[config.mk]
export PLATFORM = sky130hd
export DESIGN_NAME = alu_exec_stage_flat
export DESIGN_NICKNAME = d
export VERILOG_FILES = /design/src/rtl/alu_pkg.sv /design/src/rtl/alu_exec_stage_if.sv /design/src/rtl/alu_core.sv /design/src/rtl/alu_exec_stage.sv /design/src/flat_wrapper.sv
export SDC_FILE = /design/constraint.sdc
export NUM_CORES = 1
export LEC_CHECK = 0
export ABC_AREA = 1
export ABC_CLOCK_PERIOD_IN_PS = 3700
export CORE_UTILIZATION = 50
export CTS_CLUSTER_SIZE = 40
export DETAILED_ROUTE_END_ITERATION = 10
export PLACE_DENSITY = 0.81
export SLEW_MARGIN = 20
export SYNTH_ARGS = -nofsm -noshare
export SYNTH_HDL_FRONTEND = slang
export SYNTH_SLANG_ARGS = --single-unit
[constraint.sdc]
create_clock -name clk -period 3.7 [get_ports clk]
set_input_delay 0.74 -clock clk [delete_from_list [all_inputs] [get_ports clk]]
set_output_delay 0.74 -clock clk [all_outputs]
set_load 0.05 [all_outputs]
[src/rtl/alu_pkg.sv]
// Shared ALU definitions: select codes used by the ALU control decoder and
// the execute stage, plus the default-width result entry type.
package alu_pkg;

  localparam logic [3:0] ALU_AND = 4'b0000;
  localparam logic [3:0] ALU_OR  = 4'b0001;
  localparam logic [3:0] ALU_ADD = 4'b0010;
  localparam logic [3:0] ALU_SUB = 4'b0110;
  localparam logic [3:0] ALU_SLT = 4'b0111;

  localparam int ALU_DATA_W = 32;
  localparam int ALU_TAG_W  = 5;

  // One result travelling towards EX/MEM at the default datapath width.
  typedef struct packed {
    logic [ALU_DATA_W-1:0] result;
    logic                  zero;
    logic                  ovf;
    logic                  ill;
    logic [ALU_TAG_W-1:0]  tag;
  } alu_entry_t;

endpackage

[src/rtl/alu_exec_stage_if.sv]
// Execute-stage bus: operand/op handshake in, result/flags handshake out.
// Valid/ready rule on both sides: a transfer happens on a rising clk edge
// where valid and ready are both 1; the sender holds its payload stable
// while valid is high and ready is low, and ready never depends
// combinationally on valid.
interface alu_exec_stage_if #(
  parameter int WIDTH = 32,
  parameter int TAG_W = 5
);
  logic             in_valid;
  logic             in_ready;
  logic [3:0]       alu_select;
  logic [WIDTH-1:0] op_a;
  logic [WIDTH-1:0] op_b;
  logic [TAG_W-1:0] tag_in;
  logic             out_valid;
  logic             out_ready;
  logic [WIDTH-1:0] result;
  logic             zero;
  logic             overflow;
  logic             illegal_op;
  logic [TAG_W-1:0] tag_out;

  modport master (
    output in_valid, alu_select, op_a, op_b, tag_in, out_ready,
    input  in_ready, out_valid, result, zero, overflow, illegal_op, tag_out
  );

  modport slave (
    input  in_valid, alu_select, op_a, op_b, tag_in, out_ready,
    output in_ready, out_valid, result, zero, overflow, illegal_op, tag_out
  );
endinterface

[src/rtl/alu_core.sv]
// Purely combinational ALU: result plus zero/overflow/illegal flags.
// SUB and SLT share one adder fed with the inverted B operand and a carry-in.
module alu_core
  import alu_pkg::*;
#(
  parameter int WIDTH = 32
) (
  input  logic [3:0]       alu_select,
  input  logic [WIDTH-1:0] op_a,
  input  logic [WIDTH-1:0] op_b,
  output logic [WIDTH-1:0] result,
  output logic             zero,
  output logic             overflow,
  output logic             illegal_op
);
  logic             is_sub;
  logic [WIDTH-1:0] b_eff;
  logic [WIDTH-1:0] sum;
  logic             add_ovf;

  assign is_sub  = (alu_select == ALU_SUB) || (alu_select == ALU_SLT);
  assign b_eff   = is_sub ? ~op_b : op_b;
  assign sum     = op_a + b_eff + {{(WIDTH-1){1'b0}}, is_sub};
  // Signed overflow: operands agree in sign but the sum does not.
  assign add_ovf = (op_a[WIDTH-1] == b_eff[WIDTH-1]) && (sum[WIDTH-1] != op_a[WIDTH-1]);

  // Select the operation result and flags; unknown codes give a zero result.
  always_comb begin
    result     = '0;
    overflow   = 1'b0;
    illegal_op = 1'b0;
    case (alu_select)
      ALU_AND: result = op_a & op_b;
      ALU_OR:  result = op_a | op_b;
      ALU_ADD: begin
        result   = sum;
        overflow = add_ovf;
      end
      ALU_SUB: begin
        result   = sum;
        overflow = add_ovf;
      end
      ALU_SLT: result = {{(WIDTH-1){1'b0}}, sum[WIDTH-1] ^ add_ovf};
      default: illegal_op = 1'b1;
    endcase
  end

  assign zero = (result == '0);
endmodule

[src/rtl/alu_exec_stage.sv]
// ALU execute stage: computes on acceptance, registers the result into a
// main entry that drives the outputs, and parks one extra result in a skid
// entry under back-pressure so nothing is dropped and order is kept.
module alu_exec_stage
  import alu_pkg::*;
#(
  parameter int WIDTH = 32,
  parameter int TAG_W = 5
) (
  input  logic             clk,
  input  logic             rst,
  alu_exec_stage_if.slave  bus
);
  typedef struct packed {
    logic [WIDTH-1:0] result;
    logic             zero;
    logic             ovf;
    logic             ill;
    logic [TAG_W-1:0] tag;
  } entry_t;

  entry_t     main_q;
  entry_t     skid_q;
  logic       main_valid;
  logic       skid_valid;
  entry_t     new_entry;
  logic       accept;
  logic       pop;

  alu_core #(.WIDTH(WIDTH)) u_core (
    .alu_select (bus.alu_select),
    .op_a       (bus.op_a),
    .op_b       (bus.op_b),
    .result     (new_entry.result),
    .zero       (new_entry.zero),
    .overflow   (new_entry.ovf),
    .illegal_op (new_entry.ill)
  );
  assign new_entry.tag = bus.tag_in;

  // Ready comes only from registered state and reset, never from out_ready.
  assign bus.in_ready = !skid_valid && !rst;
  assign accept       = bus.in_valid && bus.in_ready;
  assign pop          = main_valid && bus.out_ready;

  // Main/skid entry update: new data goes to main when it is free or
  // draining, otherwise to skid; a pop without new data refills from skid.
  always_ff @(posedge clk) begin
    if (rst) begin
      main_valid <= 1'b0;
      skid_valid <= 1'b0;
      main_q     <= '0;
      skid_q     <= '0;
    end else if (accept) begin
      if (!main_valid || pop) begin
        main_q     <= new_entry;
        main_valid <= 1'b1;
      end else begin
        skid_q     <= new_entry;
        skid_valid <= 1'b1;
      end
    end else if (pop) begin
      if (skid_valid) begin
        main_q     <= skid_q;
        skid_valid <= 1'b0;
      end else begin
        main_valid <= 1'b0;
      end
    end
  end

  assign bus.out_valid  = main_valid;
  assign bus.result     = main_q.result;
  assign bus.zero       = main_q.zero;
  assign bus.overflow   = main_q.ovf;
  assign bus.illegal_op = main_q.ill;
  assign bus.tag_out    = main_q.tag;
endmodule

[src/flat_wrapper.sv]
// flat-port wrapper written by rule: the top's interface ports become plain ports
module alu_exec_stage_flat import alu_pkg::*;
#(
  parameter int WIDTH = 32,
  parameter int TAG_W = 5
)
  (clk, rst, bus_in_valid, bus_alu_select, bus_op_a, bus_op_b, bus_tag_in, bus_out_ready, bus_in_ready, bus_out_valid, bus_result, bus_zero, bus_overflow, bus_illegal_op, bus_tag_out);
  alu_exec_stage_if #(.WIDTH(WIDTH), .TAG_W(TAG_W)) bus_i ();
  input  logic clk;
  input  logic rst;
  input wire logic [$bits(bus_i.in_valid)-1:0] bus_in_valid;
  input wire logic [$bits(bus_i.alu_select)-1:0] bus_alu_select;
  input wire logic [$bits(bus_i.op_a)-1:0] bus_op_a;
  input wire logic [$bits(bus_i.op_b)-1:0] bus_op_b;
  input wire logic [$bits(bus_i.tag_in)-1:0] bus_tag_in;
  input wire logic [$bits(bus_i.out_ready)-1:0] bus_out_ready;
  output wire logic [$bits(bus_i.in_ready)-1:0] bus_in_ready;
  output wire logic [$bits(bus_i.out_valid)-1:0] bus_out_valid;
  output wire logic [$bits(bus_i.result)-1:0] bus_result;
  output wire logic [$bits(bus_i.zero)-1:0] bus_zero;
  output wire logic [$bits(bus_i.overflow)-1:0] bus_overflow;
  output wire logic [$bits(bus_i.illegal_op)-1:0] bus_illegal_op;
  output wire logic [$bits(bus_i.tag_out)-1:0] bus_tag_out;
  assign bus_i.in_valid = bus_in_valid;
  assign bus_i.alu_select = bus_alu_select;
  assign bus_i.op_a = bus_op_a;
  assign bus_i.op_b = bus_op_b;
  assign bus_i.tag_in = bus_tag_in;
  assign bus_i.out_ready = bus_out_ready;
  assign bus_in_ready = bus_i.in_ready;
  assign bus_out_valid = bus_i.out_valid;
  assign bus_result = bus_i.result;
  assign bus_zero = bus_i.zero;
  assign bus_overflow = bus_i.overflow;
  assign bus_illegal_op = bus_i.illegal_op;
  assign bus_tag_out = bus_i.tag_out;
  alu_exec_stage #(.WIDTH(WIDTH), .TAG_W(TAG_W)) u_core (.clk(clk), .rst(rst), .bus(bus_i));
endmodule
== Yosys cells after proc, flatten, opt, wreduce, memory -nomap -nowiden ==
Index checks and enable logic that the tools add are counted.

* Mux-type cells: 15
* Equality and inequality tests: 9
* Add/sub/neg operators: 2
* Bitwise gates (word level): 5
* Reductions and logical operators: 19

{| class="wikitable"
|+ Operator list
! cell !! count
|-
| two-way mux 40 bit || 4
|-
| case mux 32 bit (4 select lines) || 1
|-
| adder 32 x 1 -> 32 bit || 1
|-
| adder 32 bit || 1
|-
| bitwise AND 32 bit || 1
|-
| logical NOT 32 bit || 1
|-
| two-way mux 32 bit || 1
|-
| NOT 32 bit || 1
|-
| bitwise OR 32 bit || 1
|-
| two-way mux 1 bit || 9
|-
| equality test 4 x 3 -> 1 bit (second input constant) || 2
|-
| inequality test 2 bit (second input constant) || 3
|-
| AND reduction 3 bit || 2
|-
| OR reduction 5 bit || 1
|-
| equality test 4 x 1 -> 1 bit (second input constant) || 1
|-
| equality test 4 x 2 -> 1 bit (second input constant) || 1
|-
| logical AND 1 bit || 4
|-
| logical NOT 4 bit || 1
|-
| AND reduction 2 bit || 2
|-
| nonzero test 2 bit || 2
|-
| logical NOT 1 bit || 3
|-
| logical OR 1 bit || 2
|-
| OR reduction 2 bit || 1
|-
| equality test 1 bit || 1
|-
| other kinds (3) || 3
|}

* Bits of input ports: 77
* Bits in registers: 82
* Output and inout port bits: 42

== Depth between registers and ports, before layout ==
* Word-level depth: 12
* Depth in mapped cells: 24
* Gate-level depth less buffers: 23

== Modules after synthesis ==
From an unflattened synthesis, not the netlist that was laid out.

* Cells, all modules: 1293
* Area, all modules: 7270.7 um^2

{| class="wikitable"
|+ By module, submodules not included
! module !! area each (um^2) !! seq. area each (um^2) !! cells each !! instances
|-
| alu_core || 3647.2 || 0.0 || 718 || 1
|-
| alu_exec_stage || 3623.5 || 1641.6 || 575 || 1
|}

== Worst setup path after synthesis ==
Ideal clock, no wire load.

* Path kind: input-to-reg
* Start: input bus_alu_select[3]
* End: register u_core.main_q, in the netlist u_core.bus.zero
* Path slack: 381 ps
* Setup time: 67 ps
* Arrival time: 3251 ps
* Cell stages on the path: 22
* Cells stage by stage: inv_2 nand3_4 buf_1 xor2_1 fa_1 inv_1 nand3_1 nand3_1 nand2_1 nand2_2 nand2_1 nand2_1 nand2_1 nand2_1 nand2_1 nand3_1 nand4_1 nor2_1 nand3_1 o21bai_1 nand2_1 a21oi_2

* Word-level cells in the longest chain between the ends: 12
* Elaborated cells between the ends (all ways): 18
* Those cells by class: 2 x add/sub; 6 x eq/ne; 4 x mux; 1 x bitwise; 5 x reduce/logical

{| class="wikitable"
|+ Ends and longest elaborated chain
! item !! line !! RTL
|-
| start: declaration || flat_wrapper.sv:12 || <nowiki>input wire logic [$bits(bus_i.alu_select)-1:0] bus_alu_select;</nowiki>
|-
| equality test 4 x 3 -> 1 bit || alu_core.sv:21, alu_core.sv:32 ||
|-
| logical OR 1 bit || alu_core.sv:21 || <nowiki>assign is_sub = (alu_select == ALU_SUB) || (alu_select == ALU_SLT);</nowiki>
|-
| two-way mux 32 bit || alu_core.sv:22 || <nowiki>assign b_eff = is_sub ? ~op_b : op_b;</nowiki>
|-
| adder 32 bit || alu_core.sv:23 || <nowiki>assign sum = op_a + b_eff + {{(WIDTH-1){1'b0}}, is_sub};</nowiki>
|-
| adder 32 x 1 -> 32 bit || alu_core.sv:23 ||
|-
| inequality test 1 bit || alu_core.sv:25 || <nowiki>assign add_ovf = (op_a[WIDTH-1] == b_eff[WIDTH-1]) && (sum[WIDTH-1] != op_a[WIDTH-1]);</nowiki>
|-
| logical AND 1 bit || alu_core.sv:25 ||
|-
| XOR 1 bit || alu_core.sv:43 || <nowiki>ALU_SLT: result = {{(WIDTH-1){1'b0}}, sum[WIDTH-1] ^ add_ovf};</nowiki>
|-
| case mux 32 bit (4 select lines) (*) || alu_core.sv:32 || <nowiki>case (alu_select)</nowiki>
|-
| logical NOT 32 bit (*) || alu_core.sv:48 || <nowiki>assign zero = (result == '0);</nowiki>
|-
| two-way mux 40 bit (*) || alu_exec_stage.sv:55 || <nowiki>if (!main_valid || pop) begin</nowiki>
|-
| two-way mux 40 bit (*) || alu_exec_stage.sv:54 || <nowiki>end else if (accept) begin</nowiki>
|-
| end signal: assignment || alu_exec_stage.sv:56 || <nowiki>main_q <= new_entry;</nowiki>
|-
| end signal: assignment || alu_exec_stage.sv:64 || <nowiki>main_q <= skid_q;</nowiki>
|-
| end: declaration || alu_exec_stage.sv:22 || <nowiki>entry_t main_q;</nowiki>
|}

Mark *: on every way between the ends. The rest lies on a longest branch, timed or not. The select of a mux whose other input is x is not followed.
A chain may end at the register's enable or synchronous reset.

== Worst setup path in the final report ==
* Start: input bus_alu_select[1]
* End: register u_core.main_q, in the netlist u_core.bus.zero

Same word-level chain as after synthesis.

==> out/results.txt <==
Status: completed
Part of the power in the clock network: 30.0%
Sw Share: 35.4%
GRT Overall Usage: 33.6%
CP Capture Type: flop
Combinational Power Share: 40.6%
H-tree Lvls: 3
Ys Warns: 0
Clock Pin Slew Worst Setup and Hold Paths: 60 ps
First-pass GRT wire length: 37900 µm
Worst skew pair latency: 340 ps
Seq/Total Area, Yosys: 23.9%
CTS max path bufs: 2
Pin count of the biggest net entering global routing: 68
Final max-slew violation count: 0
Worst EP required: 3970 ps
Gpl congestion: 0.981
CP Max Fanout: 6
Post-Place Setup Slack: -401 ps
WL/cell: 15.6 µm
Worst path cell trace: dlygate4sd2_1 > nand3_4 > buf_12 > xnor2_1 > ha_2 > nand2_2 > nor2_2 > inv_1 > nor2_4 > nand4_1 > nand3_1 > nand2_1 > nand3_1 > nand2_1 > nor2_1 > nand2_1 > nor2_1 > nand3_1 > o21bai_1 > nand2_1 > a21oi_2
CTS Sinks: 82
Die X-Extent: 119 µm
Tightest Pin Transition: 829 ps
Drt drc: 0
CP Launch Type: input port
Final worst setup slack: 149 ps
First-pass DRT Iterations: 5
Layout net count: 1478
Antenna cells: 0
Largest delay share family, worst path: simple AND/OR/NAND/NOR gates
WP data arrival: 3820 ps
Library cells used by synthesis: 38
Power Density: 326 mW/mm²
Die height: 119 µm
Clk Tree Root Cell: clkbuf_16
Synthesized Nets: 1265
Rel. slew slack: 44.7%
Fmax: 282 MHz
Switch Pwr: 1.12 mW
Critical path's slowest cell: ha_2
Most frequent cells in the layout: 250 x nand2_1, 155 x inv_1, 121 x buf_4
Syn Area/Cell: 5.96 µm²
Max cap viols: 0
Cell internal pwr: 2.05 mW
Area delta synth->final: 41.1%
Post-route clock skew: 7.68 ps
Tmin final: 3550 ps
Final Setup Violations: 0
Hold buffer count at CTS: 0
CTS tree: done
Final Hold Viols: 0
Register bit total from synthesis: 82
Die area: 0.0142 mm²
Share of cells above drive strength 1: 18.0%
Lkg Pwr: 4.64 nW
Cell row count: 42
Cts bufs inserted: 9
Buffers and inverters on the worst path: 3
Core ar.: 0.0133 mm²
Max incr delay on CP: 400 ps
Most common cell after layout, fill and taps aside: nand2_1
Initial Utilization: 51.5%
Post-DP HPWL: 17900 µm
Synth Cell Area: 0.00688 mm²
Crit path top cell by count: nand2_1
Setup Crit Path Kind: input port to flop
Antenna violations before repair: 0
Via count: 8395
Final hold slack: 463 ps
Number of global-route vias before repair: 7696
Peak VDD IR: 298 µV
Final ANT Viol Nets: 0
Final wirelength: 24200 µm
Reg power frac: 29.4%
Final global-route overflow total: 0
Cell count after synthesis: 1154
Initial drt markers: 756
IO Count: 119
Worst min path class: flop to flop
Port bufs: 118
Via density per instance: 5.42
Final worst path period share: 96.0%
-- per-stage QoR --
step | power (mW) | cell area (µm²) | cells | util, % | TNS [ps]
final | 3.17 | 9710 | 1548 | 72.7 | 0
after global routing | 3.33 | 9710 | 1548 | 72.7 | -14.4
after CTS | 3.08 | 9380 | 1539 | 70.3 | 0
after detailed placement | 2.12 | 8950 | 1513 | 67.1 | -3590
after global placement | 2.11 | 8950 | 1513 | 67.1 | -2990
after floorplan | 1.63 | 6880 | 1154 | - | 0
-- registers in the layout, summed over array words and instances (netlist names) --
register / cells
u_core.bus.overflow: 1
u_core.skid_q: 40
u_core.skid_valid: 1
u_core.bus.out_valid: 1
u_core.bus.result: 32
u_core.bus.illegal_op: 1
u_core.bus.tag_out: 5
u_core.bus.zero: 1
-- synthesized netlist by cell type, drive strengths merged --
master	instances	area [µm²]
a211oi	1	7.51
a21oi	128	652
a221oi	1	8.76
a31oi	25	156
buf	20	92.6
clkbuf	25	93.8
dfxtp	82	1640
fa	1	20.0
ha	33	413
inv	164	616
nand2	280	1090
nand3	66	348
nand3b	6	45.0
nand4	16	100
nor2	134	528
nor3	10	70.1
nor4	1	6.26
o211ai	6	45.0
o21a	1	7.51
o21ai	101	509
o21bai	8	60.1
o221a	1	11.3
o22ai	1	6.26
or2	9	56.3
xnor2	30	263
xor2	4	35.0
-- cell type report --
type                            count  area [µm²]
Multi-Input combinational cell    864        4690
Clock buffer                       10         229
Timing Repair Buffer              246        2230
Inverter                          164         616
Clock inverter                      6        91.3
Tap cell                          176         220
Sequential cell                    82        1640
Fill cell                        1153        3640
-- power by group through the flow --
stage / Sequential, mW / Combinational, mW / Clock [mW]
6_report: 0.932 / 1.29 / 0.952
5_1_grt: 0.935 / 1.39 / 0.998
4_1_cts: 0.932 / 1.19 / 0.954
3_5_place_dp: 0.951 / 1.17 / 0
3_3_place_gp: 0.950 / 1.16 / 0
2_1_floorplan: 1.02 / 0.607 / 0
-- worst register-to-register path, delay by kind of cell (launching register included) --
family	cells	cell delay [ps]
AND/OR/NAND/NOR	5	780
flip-flops	1	310
buffers and inverters	4	920
AO/OA/AOI/OAI	2	360
-- path summary, 6_finish.rpt --
path                                                    startpoint                            endpoint  slack (ps)  cells past startpoint
worst max-delay path                             bus_alu_select[1]        u_core.bus.zero$_SDFFE_PP0P_         150                     21
worst min-delay path            u_core.bus.result[16]$_SDFFE_PP0P_  u_core.bus.result[16]$_SDFFE_PP0P_         460                      2
worst max register to register      u_core.skid_valid$_SDFFE_PP0P_  u_core.bus.illegal_op$_SDFFE_PP0P_        1190                     11
worst min register to register  u_core.bus.result[16]$_SDFFE_PP0P_  u_core.bus.result[16]$_SDFFE_PP0P_         460                      2
-- what timing repair did --
action / in CTS / in global routing
setup endpoints to repair: 2 / 6
buffers inserted: 8 / 8
pin swaps: 5 / 30
gates cloned: 2 / 1
gates resized for setup: 4 / 70
-- cells by family after synthesis --
family | synth area share, %
flops | 23.9
simple gates | 32.6
buf+inv | 11.7
xor+xnor | 4.33
fa+ha+maj | 6.29
compound gates | 21.3
-- layer usage --
metal  GRT usage, %  vias to the layer above  wire length (µm)
met5              0                        -                 0
met4           9.45                        0               684
met3           4.17                       45              1490
met2           57.4                      319             11500
met1           44.1                     3852             10500
li1               -                     4179                 -
No activity file was read; power rests on OpenSTA's default activity.
